===== config.mk =====
export PLATFORM = sky130hd
export DESIGN_NAME = axil_gpio_irq
export DESIGN_NICKNAME = d
export VERILOG_FILES = /design/src/rtl/axil_gpio_irq.sv
export SDC_FILE = /design/constraint.sdc
export NUM_CORES = 1
export LEC_CHECK = 0
export ABC_AREA = 1
export BUFFER_PORTS_ARGS = -buffer_cell sky130_fd_sc_hd__buf_2
export CAP_MARGIN = 20
export CORE_ASPECT_RATIO = 0.7
export CORE_MARGIN = 2
export CORE_UTILIZATION = 48
export CTS_CLUSTER_DIAMETER = 200
export DETAILED_ROUTE_END_ITERATION = 12
export GPL_TIMING_DRIVEN = 0
export PLACE_DENSITY = 0.81
export SLEW_MARGIN = 20
export SYNTH_ARGS = -nofsm -noshare
export SYNTH_HDL_FRONTEND = slang
export SYNTH_SLANG_ARGS = --single-unit

===== constraint.sdc =====
create_clock -name axi_aclk -period 1.3 [get_ports axi_aclk]
set_input_delay 0.13 -clock axi_aclk [delete_from_list [all_inputs] [get_ports axi_aclk]]
set_output_delay 0.13 -clock axi_aclk [all_outputs]
set_load 0.01 [all_outputs]

===== src/rtl/axil_gpio_irq.sv =====
// AXI4-Lite GPIO/LED slave for the XDMA BAR0 port with edge-detecting interrupt
// logic driving the usr_irq_req/usr_irq_ack handshake (one request per episode).
module axil_gpio_irq #(
   parameter logic [31:0] ID_VALUE = 32'h4750_4901,
   parameter int unsigned N_IO     = 4
) (
   input  logic            axi_aclk,
   input  logic            axi_areset,
   input  logic [8:0]      s_axil_awaddr,
   input  logic            s_axil_awvalid,
   output logic            s_axil_awready,
   input  logic [31:0]     s_axil_wdata,
   input  logic [3:0]      s_axil_wstrb,
   input  logic            s_axil_wvalid,
   output logic            s_axil_wready,
   output logic [1:0]      s_axil_bresp,
   output logic            s_axil_bvalid,
   input  logic            s_axil_bready,
   input  logic [8:0]      s_axil_araddr,
   input  logic            s_axil_arvalid,
   output logic            s_axil_arready,
   output logic [31:0]     s_axil_rdata,
   output logic [1:0]      s_axil_rresp,
   output logic            s_axil_rvalid,
   input  logic            s_axil_rready,
   output logic [2:0]      leds,
   input  logic [N_IO-1:0] iocon_i,
   output logic [N_IO-1:0] iocon_o,
   output logic [N_IO-1:0] iocon_t,
   output logic            usr_irq_req,
   input  logic            usr_irq_ack
);

   typedef enum logic [1:0] {S_IDLE, S_REQ, S_ARMED} irq_state_t;

   irq_state_t      r_state, w_state_nxt;
   logic            r_awready, r_bvalid, r_arready, r_rvalid;
   logic [31:0]     r_rdata, w_rdata;
   logic [2:0]      r_led;
   logic [N_IO-1:0] r_io_out, r_io_tri, r_stat, r_irq_en, r_edge_r, r_edge_f;
   logic            r_irq_gen;
   logic [N_IO-1:0] r_sync1, r_sync2, r_sync3, r_rise, r_fall;
   logic [N_IO-1:0] w_set, w_clr;
   logic            w_wr, w_rd, w_pending, w_irq_req, w_irq_wr;
   logic [6:0]      w_woff;
   logic            w_unused;

   assign w_wr     = r_awready & s_axil_awvalid & s_axil_wvalid;
   assign w_rd     = r_arready & s_axil_arvalid;
   assign w_woff   = s_axil_awaddr[8:2];
   assign w_irq_wr = w_wr & ((w_woff == 7'd4) | (w_woff == 7'd5));
   assign w_unused = ^{s_axil_awaddr[1:0], s_axil_araddr[1:0], s_axil_wdata, s_axil_wstrb};

   // Edge pulses are registered once more, so STAT sets three edges after sampling.
   assign w_set     = (r_rise & r_edge_r) | (r_fall & r_edge_f);
   assign w_clr     = (w_wr && w_woff == 7'd4 && s_axil_wstrb[0]) ? s_axil_wdata[N_IO-1:0] : '0;
   assign w_pending = r_irq_gen & (|(r_stat & r_irq_en));

   always_comb begin
      w_rdata = '0;
      case (s_axil_araddr[8:2])
         7'd0: w_rdata[2:0]      = r_led;
         7'd1: w_rdata[N_IO-1:0] = r_io_out;
         7'd2: w_rdata[N_IO-1:0] = r_io_tri;
         7'd3: w_rdata[N_IO-1:0] = r_sync2;
         7'd4: w_rdata[N_IO-1:0] = r_stat;
         7'd5: begin
            w_rdata[31]        = r_irq_gen;
            w_rdata[N_IO-1:0]  = r_irq_en;
         end
         7'd6: begin
            w_rdata[N_IO-1:0]  = r_edge_r;
            w_rdata[N_IO+7:8]  = r_edge_f;
         end
         7'd7: w_rdata = ID_VALUE;
         default: ;
      endcase
   end

   always_comb begin
      w_state_nxt = r_state;
      w_irq_req   = 1'b0;
      unique case (r_state)
         S_IDLE:  if (w_pending) w_state_nxt = S_REQ;
         S_REQ: begin
            w_irq_req = 1'b1;
            if (usr_irq_ack) w_state_nxt = S_ARMED;
         end
         S_ARMED: if (w_irq_wr) w_state_nxt = S_IDLE;
         default: w_state_nxt = S_IDLE;
      endcase
   end

   always_ff @(posedge axi_aclk) begin
      if (axi_areset) begin
         r_state   <= S_IDLE;
         r_awready <= 1'b0;
         r_bvalid  <= 1'b0;
         r_arready <= 1'b0;
         r_rvalid  <= 1'b0;
         r_rdata   <= '0;
         r_led     <= '0;
         r_io_out  <= '0;
         r_io_tri  <= '1;
         r_stat    <= '0;
         r_irq_en  <= '0;
         r_irq_gen <= 1'b0;
         r_edge_r  <= '0;
         r_edge_f  <= '0;
         r_sync1   <= '0;
         r_sync2   <= '0;
         r_sync3   <= '0;
         r_rise    <= '0;
         r_fall    <= '0;
      end else begin
         r_state   <= w_state_nxt;
         r_awready <= s_axil_awvalid & s_axil_wvalid & ~r_bvalid & ~r_awready;
         if (w_wr)               r_bvalid <= 1'b1;
         else if (s_axil_bready) r_bvalid <= 1'b0;

         r_arready <= s_axil_arvalid & ~r_rvalid & ~r_arready;
         if (w_rd) begin
            r_rvalid <= 1'b1;
            r_rdata  <= w_rdata;
         end else if (s_axil_rready) begin
            r_rvalid <= 1'b0;
         end

         if (w_wr && s_axil_wstrb[0]) begin
            case (w_woff)
               7'd0: r_led    <= s_axil_wdata[2:0];
               7'd1: r_io_out <= s_axil_wdata[N_IO-1:0];
               7'd2: r_io_tri <= s_axil_wdata[N_IO-1:0];
               7'd5: r_irq_en <= s_axil_wdata[N_IO-1:0];
               7'd6: r_edge_r <= s_axil_wdata[N_IO-1:0];
               default: ;
            endcase
         end
         if (w_wr && s_axil_wstrb[1] && w_woff == 7'd6) r_edge_f  <= s_axil_wdata[N_IO+7:8];
         if (w_wr && s_axil_wstrb[3] && w_woff == 7'd5) r_irq_gen <= s_axil_wdata[31];

         r_stat  <= (r_stat & ~w_clr) | w_set;
         r_sync1 <= iocon_i;
         r_sync2 <= r_sync1;
         r_sync3 <= r_sync2;
         r_rise  <= r_sync2 & ~r_sync3;
         r_fall  <= ~r_sync2 & r_sync3;
      end
   end

   assign s_axil_awready = r_awready;
   assign s_axil_wready  = r_awready;
   assign s_axil_bvalid  = r_bvalid;
   assign s_axil_bresp   = 2'b00;
   assign s_axil_arready = r_arready;
   assign s_axil_rvalid  = r_rvalid;
   assign s_axil_rdata   = r_rdata;
   assign s_axil_rresp   = 2'b00;
   assign leds           = r_led;
   assign iocon_o        = r_io_out;
   assign iocon_t        = r_io_tri;
   assign usr_irq_req    = w_irq_req;

endmodule


==> results of run 1 <==
worst paths after layout:
path              startpoint           to  cells after the start
min reg2reg       r_sync1[3]   r_sync2[3]                      2
max           s_axil_awready  r_edge_f[3]                      7
max reg2reg   s_axil_awready  r_edge_f[3]                      7
min          s_axil_wdata[8]  r_edge_f[0]                      3
final cells by class:
class | count | share of cell area (%)
Tap cell | 75 | 2.49
Clock inverter | 5 | 2.79
Sequential cell | 64 | 34.0
Timing Repair Buffer | 78 | 11.4
Multi-Input combinational cell | 261 | 33.8
Clock buffer | 10 | 3.65
Buffer | 37 | 6.86
Inverter | 51 | 5.07
what timing repair did:
action	CTS	global route
hold endpoints to repair	5	0
buffers inserted	3	1
pin swaps	3	1
setup endpoints to repair	24	21
gates resized for setup	3	10
hold buffers	5	0
critical path: cells and delay by family (launching register included):
kind	cells	cell delay [ns]
compound gates	2	0.21
buf+inv	2	0.22
flops	1	0.33
simple gates	3	0.48
cells by family after synthesis:
family | synth area share, %
compound gates | 12.5
simple gates | 27.9
flops | 44.1
buf+inv | 15.4
other cells | 0.129
layer usage:
layer	part of all wire, %	wire length, um	vias to the layer above
met5	0	0	-
met4	1.5	112	0
met3	8.6	641	14
met2	45	3320	110
met1	45	3370	1279
li1	-	-	1435
cell usage in the layout (no fill, tap or decap), drive strengths merged, types with 2 or more instances in the layout:
cell	instances
inv	50
bufinv	3
dfxtp	64
dlygate4sd3	5
nand3	36
clkbuf	18
o21ai	26
clkinvlp	2
nor4	3
a21oi	30
a22o	6
buf	102
nand2	70
conb	20
nor2	57
nor3	7
report_power, final:
group          leakage [nW]  total, mW  internal [mW]  switching [mW]
sequential            0.520       2.01           1.99          0.0182
combinational          1.22      0.394          0.166           0.227
clock                 0.115       2.09           1.31           0.773
total                  1.85       4.49           3.48            1.02
metrics by stage:
stage               setup TNS (ns)  util, %  worst slack, ns  instance area [sq um]
global placement            -0.216     59.1          -0.0546                   3420
floorplan                        0        -           0.0578                   2980
CTS                              0     64.7           0.0111                   3740
global route                -0.333     65.2          -0.0427                   3770
detailed placement           -1.30     59.1           -0.124                   3420
finish                    -0.00825     65.2         -0.00825                   3770
==> qor.log, run 1 <==
INFO  routing        antenna_left=0
INFO  die            top_level_ports=119
INFO  yosys          post-synth-top-area-fraction=44.1%
INFO  layout         synthesis_to_finish_area_growth=29.8%
INFO  grt            largest_net_degree_at_the_start_of_global_routing=12
INFO  layout         num_antenna_cells=0
INFO  die            initial_utilization=50.2%
INFO  yosys          yosysWarnings=0
INFO  clock_tree     cts_made_buffers=9
INFO  worst_setup_path cp-start-kind=flop
INFO  yosys          number_of_unique_standard_cell_types_used_by_synthesis=33
INFO  clock_tree     cts_max_level=3
INFO  timing         maxClockFrequency=764MHz
INFO  timing         finalSetupViolations=1
INFO  run_status     status=complete, but fails checks
INFO  timing         fin_crit=1.31ns
INFO  layout         final_layout_size_suffix_gt1_share=28.5%
INFO  layout         final_nets=568
INFO  die            fp.coreArea=0.00578sqmm
INFO  worst_setup_path crit_fanout=8
INFO  yosys          number_of_instances_in_the_synthesized_netlist=394
INFO  grt            grt_antenna_before_repair=0
INFO  worst_setup_path critical_path_required=1.58ns
INFO  yosys          postSynth.asyncResetShare=0%
INFO  timing         final.period_utilization=101%
INFO  run_status     violated_checks=setup timing
INFO  die            die_h=69.1um
INFO  grt            overall_global_routing_resource_usage=22.9%
INFO  min_path       worstHoldPathType=input port to flop
INFO  grt            first_pass_grt_wire_length=12.3mm
INFO  yosys          synth.most_common_cell=sky130_fd_sc_hd__nand2_1
INFO  routing        drt_wl_total=7.44mm
INFO  clock_tree     ctsRootBufferMaster=sky130_fd_sc_hd__clkbuf_8
INFO  timing         final.setup.worst_slack=-0.00825ns
INFO  worst_setup_path r2r_slack=-0.008ns
INFO  worst_setup_path max_stage_delay=0.33ns
INFO  layout         largest_register_ffs=10
INFO  timing         slew_headroom=59.9%
INFO  routing        remaining_drc_errors=0
INFO  yosys          synthesis.area=0.00291sqmm
INFO  yosys          synth_seq_cells=64
INFO  yosys          synth-seq-area-share=44.1%
INFO  yosys          yosysTopAreaCell=sky130_fd_sc_hd__dfxtp_1
INFO  worst_setup_path critPathArrivalTime=1.59ns
INFO  layout         layout.filler_cells=534
INFO  timing         maxSlewViolCount=0
INFO  routing        avgViaCountPerCell=4.88
INFO  die            row_count=23
INFO  worst_setup_path end_kind=flop
INFO  grt            met1_routing_resource_usage_after_global_routing=29.2%
INFO  yosys          post_synth_most_frequent_cells=sky130_fd_sc_hd__nand2_1 (65), sky130_fd_sc_hd__dfxtp_1 (64), sky130_fd_sc_hd__nor2_1 (54)
INFO  placement      gp_congestion=0.896
INFO  worst_setup_path setup.worst_path.class=flop to flop
INFO  placement      dpl.hpwl=5.58mm
INFO  timing         unrepaired_setup_endpoints_after_global_routing=yes
INFO  grt            use_met3=8.72%
INFO  grt            grt-busiest-layer=met2
INFO  timing         worst_pin_slew=0.601ns
INFO  clock_tree     cts-root-to-sink-buffers=2
INFO  yosys          synth_top_flop_cell=sky130_fd_sc_hd__dfxtp_1
INFO  routing        num_vias=2,838
INFO  timing         timing.hold.ws=0.0142ns
INFO  clock_tree     sinks_on_the_clock_net=64
INFO  routing        routed_wl_per_cell=12.8um
INFO  placement      place.port_buffers=69
INFO  grt            grt_overflow=0
INFO  power          power_leakage=1.85nW
INFO  clock_tree     clkTransAtPathRegs=0.07ns
INFO  die            die_boundary_width=97.0um
INFO  die            die-area=0.00670sqmm
INFO  power          power.density_cell_area=1190mW/mm^2
INFO  clock_tree     cts_tree=yes
INFO  grt            gr-usage-met2=36.7%
INFO  yosys          post_synth_edffs=0
INFO  layout         instances_no_fill=581
INFO  routing        first_iter_violations=180
INFO  job            max_cap_violations=0
INFO  worst_setup_path worstPathCellList=inv_2 -> nor2_4 -> nand2_2 -> nor4_4 -> buf_6 -> o21ai_2 -> a21oi_2
INFO  clock_tree     worst_skew_pair.late_latency=0.35ns
INFO  layout         sequential_cell_area=0.00128sqmm
INFO  timing         worst_clock_skew=0.00732ns
INFO  yosys          syn-mean-instance-area=7.38squm
INFO  yosys          synthTopCellsByArea=sky130_fd_sc_hd__dfxtp_1 (44%), sky130_fd_sc_hd__nand2_1 (8.4%), sky130_fd_sc_hd__buf_4 (7.0%), sky130_fd_sc_hd__nor2_1 (7.0%), sky130_fd_sc_hd__nand3_1 (5.9%)
INFO  placement      total_instance_count_after_detailed_placement=557
INFO  grt            number_of_global_route_vias_before_repair=2,670
INFO  layout         multi_input_comb_area=0.00127sqmm
INFO  routing        firstDrtPassIters=4
INFO  timing         hold_viol_final=0
INFO  power          ir_worst_vdd=0.000750V
INFO  power          total_power=4.49mW
INFO  worst_setup_path crit_path_top_delay_cell=sky130_fd_sc_hd__dfxtp_2
Note: power is estimated with default switching activity, not from simulation.
==> run 2: changes to the inputs <==
--- a/config.mk
+++ b/config.mk
@@ -6,6 +6,7 @@
 export NUM_CORES = 1
 export LEC_CHECK = 0
 export ABC_AREA = 1
+export ABC_CLOCK_PERIOD_IN_PS = 1300
 export BUFFER_PORTS_ARGS = -buffer_cell sky130_fd_sc_hd__buf_2
 export CAP_MARGIN = 20
 export CORE_ASPECT_RATIO = 0.7
@@ -14,6 +15,7 @@
 export CTS_CLUSTER_DIAMETER = 200
 export DETAILED_ROUTE_END_ITERATION = 12
 export GPL_TIMING_DRIVEN = 0
+export HOLD_SLACK_MARGIN = 0.12
 export PLACE_DENSITY = 0.81
 export SLEW_MARGIN = 20
 export SYNTH_ARGS = -nofsm -noshare
==> qor.log, run 2 (synthesis results as in run 1) <==
INFO  run_status     status=finished clean
INFO  layout         final_layout_size_suffix_gt1_share=26.8%
INFO  layout         final_nets=581
INFO  clock_tree     cts_made_buffers=9
INFO  timing         maxClockFrequency=799MHz
INFO  routing        num_vias=2,855
INFO  worst_setup_path r2r-end=r_stat[3]
INFO  layout         layout.filler_cells=509
INFO  grt            grt-busiest-layer=met2
INFO  layout         final_common_cell=sky130_fd_sc_hd__buf_2
INFO  layout         synthesis_to_finish_area_growth=33.7%
INFO  routing        first_iter_violations=196
INFO  routing        avgViaCountPerCell=4.81
INFO  layout         num_antenna_cells=0
INFO  die            top_level_ports=119
INFO  worst_setup_path critPathArrivalTime=1.47ns
INFO  placement      dp_slack=-0.124ns
INFO  timing         slew_headroom=62.1%
INFO  die            row_count=23
INFO  layout         largest_register_ffs=10
INFO  die            fp.coreArea=0.00578sqmm
INFO  clock_tree     cts_max_level=3
INFO  worst_setup_path crit_fanout=4
INFO  clock_tree     worst_skew_pair.late_latency=0.35ns
INFO  worst_setup_path setup.worst_path.class=flop to flop
INFO  worst_setup_path cp-start-kind=flop
INFO  worst_setup_path crit_path_top_delay_cell=sky130_fd_sc_hd__dfxtp_2
INFO  placement      place.port_buffers=69
INFO  power          ir_worst_vdd=0.000752V
INFO  timing         worst_clock_skew=0.00623ns
INFO  timing         finalSetupViolations=0
INFO  routing        routed_wl_per_cell=13.0um
INFO  grt            grt_antenna_before_repair=0
INFO  worst_setup_path critical_path.reg2reg.startpoint=s_axil_awready
INFO  routing        firstDrtPassIters=4
INFO  grt            met1_routing_resource_usage_after_global_routing=29.9%
INFO  timing         maxSlewViolCount=0
INFO  routing        drt_wl_total=7.72mm
INFO  grt            grt_overflow=0
INFO  worst_setup_path worstPathCellList=inv_2 -> nor2_4 -> nand2_2 -> nor4_2 -> nand2_1 -> nand2_1 -> a21oi_1
INFO  min_path       timing.hold.worst_endpoint=r_rise[1]
INFO  die            die_h=69.1um
INFO  placement      dpl.hpwl=5.58mm
INFO  clock_tree     cts_tree=yes
INFO  min_path       worstHoldPathType=input port to flop
INFO  worst_setup_path r2r_slack=0.05ns
INFO  grt            largest_net_degree_at_the_start_of_global_routing=12
INFO  grt            number_of_global_route_vias_before_repair=2,745
INFO  placement      gp_congestion=0.896
INFO  die            initial_utilization=50.2%
INFO  die            die_boundary_width=97.0um
INFO  clock_tree     sinks_on_the_clock_net=64
INFO  grt            gr-usage-met2=39.5%
INFO  timing         final.period_utilization=96.2%
INFO  routing        antenna_left=0
INFO  worst_setup_path critical_path_required=1.52ns
INFO  die            die-area=0.00670sqmm
INFO  worst_setup_path cpMostUsedCell=sky130_fd_sc_hd__nand2_1
INFO  power          power_leakage=1.90nW
INFO  worst_setup_path max_stage_delay=0.33ns
INFO  min_path       min_path_cells=2
INFO  clock_tree     cts-root-to-sink-buffers=2
INFO  min_path       worst_hold_startpoint=axi_areset
INFO  timing         final.setup.worst_slack=0.0491ns
INFO  timing         hold_viol_final=0
INFO  routing        remaining_drc_errors=0
INFO  job            max_cap_violations=0
INFO  timing         worst_pin_slew=0.568ns
INFO  grt            use_met3=8.52%
INFO  worst_setup_path ff2ff_path_depth=7
INFO  timing         fin_crit=1.25ns
INFO  worst_setup_path end_kind=flop
INFO  power          power.density_cell_area=1160mW/mm^2
INFO  layout         final_core_area_utilization=67.2%
INFO  grt            first_pass_grt_wire_length=12.7mm
INFO  grt            overall_global_routing_resource_usage=23.8%
INFO  timing         unrepaired_setup_endpoints_after_global_routing=yes
INFO  clock_tree     ctsRootBufferMaster=sky130_fd_sc_hd__clkbuf_8
INFO  layout         most-common-layout-cells=sky130_fd_sc_hd__buf_2 (70), sky130_fd_sc_hd__nand2_1 (64), sky130_fd_sc_hd__dfxtp_1 (63)
INFO  clock_tree     clkTransAtPathRegs=0.07ns
run 2: changes by cell type in the layout (fill, tap and decap cells not counted):
cell | before | now
sky130_fd_sc_hd__dlygate4sd3_1 | 5 | 19
sky130_fd_sc_hd__o21ai_1 | 4 | 7
sky130_fd_sc_hd__o21ai_2 | 4 | 1
sky130_fd_sc_hd__buf_2 | 69 | 70
sky130_fd_sc_hd__buf_4 | 30 | 29
sky130_fd_sc_hd__clkbuf_4 | 1 | 0
sky130_fd_sc_hd__nand3_1 | 33 | 34
sky130_fd_sc_hd__nand3_2 | 3 | 2
run 2: worst max-delay path: cells and delay by family, from the launching register on:
kind / cells / cell delay [ns]
compound gates: 1 / 0.05
simple gates: 5 / 0.70
buf+inv: 1 / 0.04
flops: 1 / 0.33
run 2: where the power goes:
part | switching, mW | internal (mW) | total [mW]
clock network | 0.774 | 1.31 | 2.09
logic | 0.233 | 0.192 | 0.425
registers | 0.0182 | 1.99 | 2.01
total | 1.03 | 3.50 | 4.53
run 2: routing by layer:
layer	wire length, um	part of all wire, %	up-vias
li1	-	-	1458
met3	649	8.4	13
met1	3410	44	1283
met5	0	0	-
met2	3580	46	101
met4	80	1.0	0
run 2: repair_timing:
action	4_1_cts	5_1_grt
resized for setup	3	5
hold buffers	19	0
endpoints found under the setup margin	24	22
setup buffers	3	0
cloned	0	0
endpoints found under the hold margin	21	0
pin swaps	3	1
run 2: how the worst max path moves through the flow:
stage | cells past startpoint | startpoint | slack [ns] | endpoint
floorplan | 7 | s_axil_awready | 0.06 | iocon_t[3]
global placement | 7 | s_axil_awready | -0.05 | r_stat[3]
detailed placement | 6 | s_axil_awready | -0.12 | r_edge_f[3]
CTS | 7 | s_axil_awready | 0.01 | r_edge_f[3]
global route | 8 | s_axil_awready | -0.03 | leds[2]
finish | 7 | s_axil_awready | 0.05 | r_stat[3]
run 2: metrics by stage:
| step | cell area [sq um] | std cells | TNS, ns | power [mW] | hold WS, ns |
|---|---|---|---|---|---|
| after floorplan | 2980 | 413 | 0 | 2.29 | 0.237 |
| after global placement | 3420 | 557 | -0.216 | 2.42 | 0.329 |
| after detailed placement | 3420 | 557 | -1.30 | 2.42 | 0.337 |
| after CTS | 3880 | 594 | 0 | 4.54 | 0.216 |
| after global routing | 3890 | 594 | -0.219 | 4.69 | 0.243 |
| final | 3890 | 594 | 0 | 4.53 | 0.200 |
run 2: layout make-up:
type                    count  area, sq um  area share, %
flip-flops and latches     64         1280           33.0
multi-input cells         261         1260           32.4
repair buffers             91          562           14.5
plain buffers              37          256           6.60
inverters                  51          191           4.92
clock buffers              10          138           3.54
clock inverters             5          105           2.70
well taps                  75         93.8           2.41
